File: config.mk
export PLATFORM = sky130hd
export DESIGN_NAME = serial_word_assembler_flat
export DESIGN_NICKNAME = d
export VERILOG_FILES = /design/src/rtl/serial_word_assembler_if.sv /design/src/rtl/serial_word_assembler.sv /design/src/flat_wrapper.sv
export SDC_FILE = /design/constraint.sdc
export NUM_CORES = 1
export LEC_CHECK = 0
export ABC_AREA = 1
export CELL_PAD_IN_SITES_DETAIL_PLACEMENT = 2
export CELL_PAD_IN_SITES_GLOBAL_PLACEMENT = 2
export CORE_UTILIZATION = 27
export DETAILED_ROUTE_END_ITERATION = 12
export PLACE_DENSITY = 0.72
export SLEW_MARGIN = 20
export SYNTH_ARGS = -nofsm -noshare
export SYNTH_HDL_FRONTEND = slang
export SYNTH_SLANG_ARGS = --single-unit
File: constraint.sdc
create_clock -name Clk_CI -period 1.45 [get_ports Clk_CI]
set_clock_uncertainty 0.15 [all_clocks]
set_input_delay 0.29 -clock Clk_CI [delete_from_list [all_inputs] [get_ports Clk_CI]]
set_output_delay 0.29 -clock Clk_CI [all_outputs]
set_load 0.03 [all_outputs]
File: src/rtl/serial_word_assembler_if.sv
// Bit-stream and word-output bundle for serial_word_assembler.
// Master drives framed bits; slave returns assembled words.
interface serial_word_assembler_if #(
  parameter int DATA_WIDTH = 6
);
  logic                  Valid_SI;
  logic                  Start_SI;
  logic                  Bit_DI;
  logic                  Busy_SO;
  logic                  WrEn_SO;
  logic [DATA_WIDTH-1:0] Data_DO;
  logic                  FrameErr_SO;

  modport master (
    output Valid_SI,
    output Start_SI,
    output Bit_DI,
    input  Busy_SO,
    input  WrEn_SO,
    input  Data_DO,
    input  FrameErr_SO
  );

  modport slave (
    input  Valid_SI,
    input  Start_SI,
    input  Bit_DI,
    output Busy_SO,
    output WrEn_SO,
    output Data_DO,
    output FrameErr_SO
  );
endinterface

File: src/rtl/serial_word_assembler.sv
// Framed serial-to-parallel word assembler with framing-error pulse.
// Words appear on Data_DO with a one-cycle WrEn_SO strobe.
module serial_word_assembler #(
  parameter int DATA_WIDTH = 6,
  parameter bit MSB_FIRST  = 1'b1
) (
  input logic                 Clk_CI,
  input logic                 Rst_RI,
  serial_word_assembler_if.slave bus
);
  localparam int CW = $clog2(DATA_WIDTH + 1);
  localparam int DW = DATA_WIDTH;
  localparam logic [CW-1:0] LAST = CW'(DW - 1);
  localparam logic [CW-1:0] ONE  = CW'(1);

  typedef enum logic {
    IDLE,
    SHIFT
  } state_t;

  state_t          state, state_n;
  logic [CW-1:0]   cnt, cnt_n;
  logic [DW-1:0]   sreg, sreg_n;
  logic [DW-1:0]   data, data_n;
  logic            wren, wren_n;
  logic            ferr, ferr_n;
  logic [DW-1:0]   shin;
  logic [DW-1:0]   first;

  // Shift direction places the first bit at MSB or LSB once full.
  always_comb begin
    if (MSB_FIRST) begin
      shin  = {sreg[DW-2:0], bus.Bit_DI};
      first = {{(DW-1){1'b0}}, bus.Bit_DI};
    end else begin
      shin  = {bus.Bit_DI, sreg[DW-1:1]};
      first = {bus.Bit_DI, {(DW-1){1'b0}}};
    end
  end

  always_comb begin
    state_n = state;
    cnt_n   = cnt;
    sreg_n  = sreg;
    data_n  = data;
    wren_n  = 1'b0;
    ferr_n  = 1'b0;
    if (bus.Valid_SI) begin
      unique case (state)
        IDLE: begin
          if (bus.Start_SI) begin
            sreg_n  = first;
            cnt_n   = ONE;
            state_n = SHIFT;
          end
        end
        SHIFT: begin
          if (bus.Start_SI) begin
            sreg_n = first;
            cnt_n  = ONE;
            ferr_n = 1'b1;
          end else if (cnt == LAST) begin
            sreg_n  = shin;
            data_n  = shin;
            wren_n  = 1'b1;
            cnt_n   = '0;
            state_n = IDLE;
          end else begin
            sreg_n = shin;
            cnt_n  = cnt + ONE;
          end
        end
        default: state_n = IDLE;
      endcase
    end
  end

  always_ff @(posedge Clk_CI) begin
    if (Rst_RI) begin
      state <= IDLE;
      cnt   <= '0;
      sreg  <= '0;
      data  <= '0;
      wren  <= 1'b0;
      ferr  <= 1'b0;
    end else begin
      state <= state_n;
      cnt   <= cnt_n;
      sreg  <= sreg_n;
      data  <= data_n;
      wren  <= wren_n;
      ferr  <= ferr_n;
    end
  end

  assign bus.Busy_SO     = (state == SHIFT);
  assign bus.WrEn_SO     = wren;
  assign bus.Data_DO     = data;
  assign bus.FrameErr_SO = ferr;
endmodule

File: src/flat_wrapper.sv
// flat-port wrapper written by rule: the top's interface ports become plain ports
module serial_word_assembler_flat 
#(
  parameter int DATA_WIDTH = 6,
  parameter bit MSB_FIRST  = 1'b1
)
  (Clk_CI, Rst_RI, bus_Valid_SI, bus_Start_SI, bus_Bit_DI, bus_Busy_SO, bus_WrEn_SO, bus_Data_DO, bus_FrameErr_SO);
  serial_word_assembler_if #(.DATA_WIDTH(DATA_WIDTH)) bus_i ();
  input logic Clk_CI;
  input logic Rst_RI;
  input wire logic [$bits(bus_i.Valid_SI)-1:0] bus_Valid_SI;
  input wire logic [$bits(bus_i.Start_SI)-1:0] bus_Start_SI;
  input wire logic [$bits(bus_i.Bit_DI)-1:0] bus_Bit_DI;
  output wire logic [$bits(bus_i.Busy_SO)-1:0] bus_Busy_SO;
  output wire logic [$bits(bus_i.WrEn_SO)-1:0] bus_WrEn_SO;
  output wire logic [$bits(bus_i.Data_DO)-1:0] bus_Data_DO;
  output wire logic [$bits(bus_i.FrameErr_SO)-1:0] bus_FrameErr_SO;
  assign bus_i.Valid_SI = bus_Valid_SI;
  assign bus_i.Start_SI = bus_Start_SI;
  assign bus_i.Bit_DI = bus_Bit_DI;
  assign bus_Busy_SO = bus_i.Busy_SO;
  assign bus_WrEn_SO = bus_i.WrEn_SO;
  assign bus_Data_DO = bus_i.Data_DO;
  assign bus_FrameErr_SO = bus_i.FrameErr_SO;
  serial_word_assembler #(.DATA_WIDTH(DATA_WIDTH), .MSB_FIRST(MSB_FIRST)) u_core (.Clk_CI(Clk_CI), .Rst_RI(Rst_RI), .bus(bus_i));
endmodule
# Yosys cells after proc, flatten, opt, wreduce, memory -nomap -nowiden
# Cells that the tools add are included.
op_classes:
  add_sub_neg: 1
  n_eq_ne: 2
  n_mux: 12
  n_bitwise: 3
  reduce_logical: 4
ops:
  columns: ["op", "n"]
  rows:
  - ["5-bit 2-to-1 mux", 2]
  - ["5-bit one-hot mux with 2 select lines", 1]
  - ["3-bit 2-to-1 mux", 3]
  - ["3-bit one-hot mux with 2 select lines", 1]
  - ["1-bit 2-to-1 mux", 4]
  - ["4-bit AND reduction", 1]
  - ["4-bit OR reduction", 1]
  - ["3-bit by 1-bit adder with 3-bit output, second input constant", 1]
  - ["3-bit equality test, second input constant", 1]
  - ["1-bit inverter", 3]
  - ["3-bit OR reduction", 1]
  - ["2-bit != test, second input constant", 1]
  - ["1-bit one-hot mux with 2 select lines", 1]
  - ["2-bit AND reduction", 1]
totals:
  reg_bits: 17
  in_bits: 5
  out_inout_bits: 9
  word_cells: 28

# Logic depth before layout (Yosys ltp)
depth:
  word_depth: 4
  depth_mapped: 6
  depth_no_buf: 6

# Worst setup path before layout
# OpenSTA, ideal clock, no wires.
synth_timing:
  kind: "reg2reg"
  start: "register u_core.state, in the netlist u_core.bus.Busy_SO"
  end: "register u_core.data[0], in the netlist u_core.bus.Data_DO[0]"
  setup_ps: 113
  arrival_time_ps: 1119
  t_required_ps: 1187
  path_slack_ps: 68
  path_stages_with_launch: 7
  path_buffers: 1
  period_less_slack_ps: 1382
  cell_sequence: "dfxtp_1 -> nand2_1 -> nor2_4 -> buf_6 -> nand3b_1 -> nand2_1 -> nor2_1"
synth_between:
  elab_chain_cells: 1
synth_rtl:
  columns: ["element", "line_no", "rtl"]
  rows:
  - ["start, declared", "serial_word_assembler.sv:21", "state_t state, state_n;"]
  - ["start signal, assigned", "serial_word_assembler.sv:87", "state <= state_n;"]
  - ["4-bit AND reduction (no source line)", null, null]
  - ["end signal, assigned", "serial_word_assembler.sv:90", "data <= data_n;"]
  - ["end, declared", "serial_word_assembler.sv:24", "logic [DW-1:0] data, data_n;"]
# No other way between the ends.
# A chain may end at the register's enable or synchronous reset.

# Worst setup path in the final report
layout_timing:
  start: "register u_core.data[1], in the netlist u_core.bus.Data_DO[1]"
  end: "output port bus_Data_DO[1]"
layout_rtl:
  columns: ["element", "line_no", "rtl"]
  rows:
  - ["end, declared", "flat_wrapper.sv:16", "output wire logic [$bits(bus_i.Data_DO)-1:0] bus_Data_DO;"]
# No word-level cell between the ends.

==> metrics.txt <==
post-CTS sizing=12; Syn Inst Count=84; Data arrival, critical path=between 0.9 and 1 ns; Fill cells=271; grt peak-use layer=met2; slew margin rel.=a little over four fifths; most common cell after layout, fill and taps aside=nand2_1; worst min-delay path category=reg2reg; outcome=finished, final reports clean; CP Launch Type=flop; Post-CTS Setup Repair Bufs=0; Tcrit/Tclk final=a little over nine tenths; RSZ-0062 raised after global routing=no; IO Pins=14; fin. max-slew vios=0; DR WL/cell=about 13 um; antenna cells=0; compound-cell area share of the yosys netlist=about a tenth; mux contribution to synthesized area=0%; total wire length=~1800 um; Worst-Margin Slew=about 0.24 ns; RR Endpoint=u_core.bus.Data_DO[4]; H-tree depth=1; largest family of logic cells by synthesized area=simple AND/OR/NAND/NOR gates; Sink Count=17; CP Capture Type=output pin; Die ar.=roughly 0.0027 mm2; drt via density=~4.7; root buffer cell=clkbuf_4; count of cell types in the netlist=14; drt drc=0; Initial DRC Count=5; CTS clk-pin slew, worst paths=around 0.1 ns; routability cong.=a little over 0.7; Area growth syn-to-layout=30.0%; cell area after synthesis=approximately 680 um2; Core ar.=approximately 0.0023 mm2; Longest Clk Path Bufs=2; synth warn=0; CP bufs+invs=1; Fin. Hold Viols=0; Initial Util=29.6%; xor and xnor area share after synthesis=0%; power per cell area=about 900 mW/mm2; port buffer count=13; hold path cells=2; largest net degree at the start of global routing=11; post-synthesis simple-gate area fraction=around a third; GR Util All Layers=15.5%; vias in the first global route=670; critical path's top delay family=flip-flops; final net count=110; Avg Cell Area, Syn=8.10 um2; layout cell share with drive strength beyond 1=around 24%; CP max FO=2; Global Route met2 Usage=27.6%; Synth Register Bits=17; Mapped Nets=slightly below 90; crit path time final=1.39 ns; path depth of the worst reg2reg path=5; Rows=17; met1 global-route usage=18.1%; Max VDD drop=around 0.61 mV; GR Layer Usage met3=5.22%; static leakage=0.378 nW; FMAX=between 0.7 and 0.8 GHz; register area share after synthesis=50.0%; Post-DRT Antenna Nets=0; hold slack=around 0.33 ns; via count=approximately 620; final cell count without fillers=between 100 and 150; antenna violations before repair=0; TritonCTS buffer count=3; WP data required=about 1.0 ns; global-route wire length before repair=approximately 3000 um; r2r setup slk=0.19 ns; CTS tree=yes; Crit Path Category=reg2out; HP Start=u_core.sreg[1]; detailed placement HPWL=~1400 um; adder-cell share of the synthesized area=0%; Worst Hold Path EP=u_core.bus.Data_DO[2]; Clk Latency, worst-skew pair=~0.28 ns; Max stage delay on crit path=0.36 ns; Initial DRT Pass Iterations=2; Max-Cap Viols=0; CP cell instances=clkdlybuf4s15_2; total grt overflow=0; Hold-fix buffers, CTS=0; Final setup viols=0; CP max stage cell=dfxtp_1; reg2reg start=u_core.bus.Busy_SO; placed insts=128; die width=52.2 um; Die Y=about 52 um; most frequent cells in the layout=nand2_1, dfxtp_1, a21oi_1
[sequential cells by signal, indices dropped and copies added (netlist names)]
| register | count |
|---|---|
| u_core.bus.Busy_SO | 1 |
| u_core.bus.Data_DO | 6 |
| u_core.bus.FrameErr_SO | 1 |
| u_core.bus.WrEn_SO | 1 |
| u_core.cnt | 3 |
| u_core.sreg | 5 |
[stage by stage]
step | setup slack (ns) | util, % | area (um2) | total power, mW | setup TNS, ns
final | 0.0569 | 38.5 | 885 | 0.806 | 0
after detailed placement | -0.261 | 37.6 | 863 | 0.568 | -3.26
after floorplan | 0.0679 | - | 681 | 0.530 | 0
after CTS | 0.00195 | 38.9 | 893 | 0.821 | 0
after global placement | -0.193 | 37.6 | 863 | 0.566 | -2.45
after global routing | 0.00148 | 38.5 | 885 | 0.852 | 0
[how the worst max path moves through the flow]
stage	startpoint	end	cells after the start
3_3_place_gp	bus_Valid_SI	u_core.cnt[2]	7
2_1_floorplan	u_core.bus.Busy_SO	u_core.bus.Data_DO[0]	6
4_1_cts	u_core.bus.FrameErr_SO	bus_FrameErr_SO	1
5_1_grt	bus_Valid_SI	u_core.cnt[1]	6
3_5_place_dp	bus_Valid_SI	u_core.cnt[2]	7
6_report	u_core.bus.Data_DO[1]	bus_Data_DO[1]	1
[synthesized netlist by cell type (all sizes together)]
master | count | share of area (%)
a21oi | 10 | 7.4
inv | 4 | 2.2
o21ai | 3 | 2.2
nand3b | 2 | 2.2
nor2 | 10 | 10
clkinv | 1 | 0.73
dfxtp | 17 | 50
nand3 | 6 | 4.4
nand2 | 29 | 17
buf | 2 | 3.3
[metal layers]
layer | up-vias | share of wire, % | wire length (um)
li1 | 311 | - | -
met5 | - | 0 | 0
met4 | 0 | 0.73 | 13
met2 | 13 | 52 | 933
met3 | 2 | 3.6 | 64
met1 | 296 | 43 | 769
[area by class of cell]
cell class	count	area [um2]	share of cell area, %
clock buffers	3	22.5	2.55
clock inverters	1	5.00	0.566
inverters	5	20.0	2.26
multi-input cells	60	298	33.7
flip-flops and latches	17	340	38.5
well taps	28	35.0	3.96
repair buffers	18	164	18.5
[cells by family (layout without fill, tap and decap cells)]
| kind of cell | after synthesis | in the layout |
|---|---|---|
| simple gates | 47 | 47 |
| flops | 17 | 17 |
| compound gates | 13 | 13 |
| buf+inv | 7 | 27 |
[power by group]
group,internal (mW),switching (mW)
clock,0.102,0.148
sequential,0.475,0.00623
combinational,0.0317,0.0431
total,0.609,0.197
No activity file was read; power rests on OpenSTA's default activity.
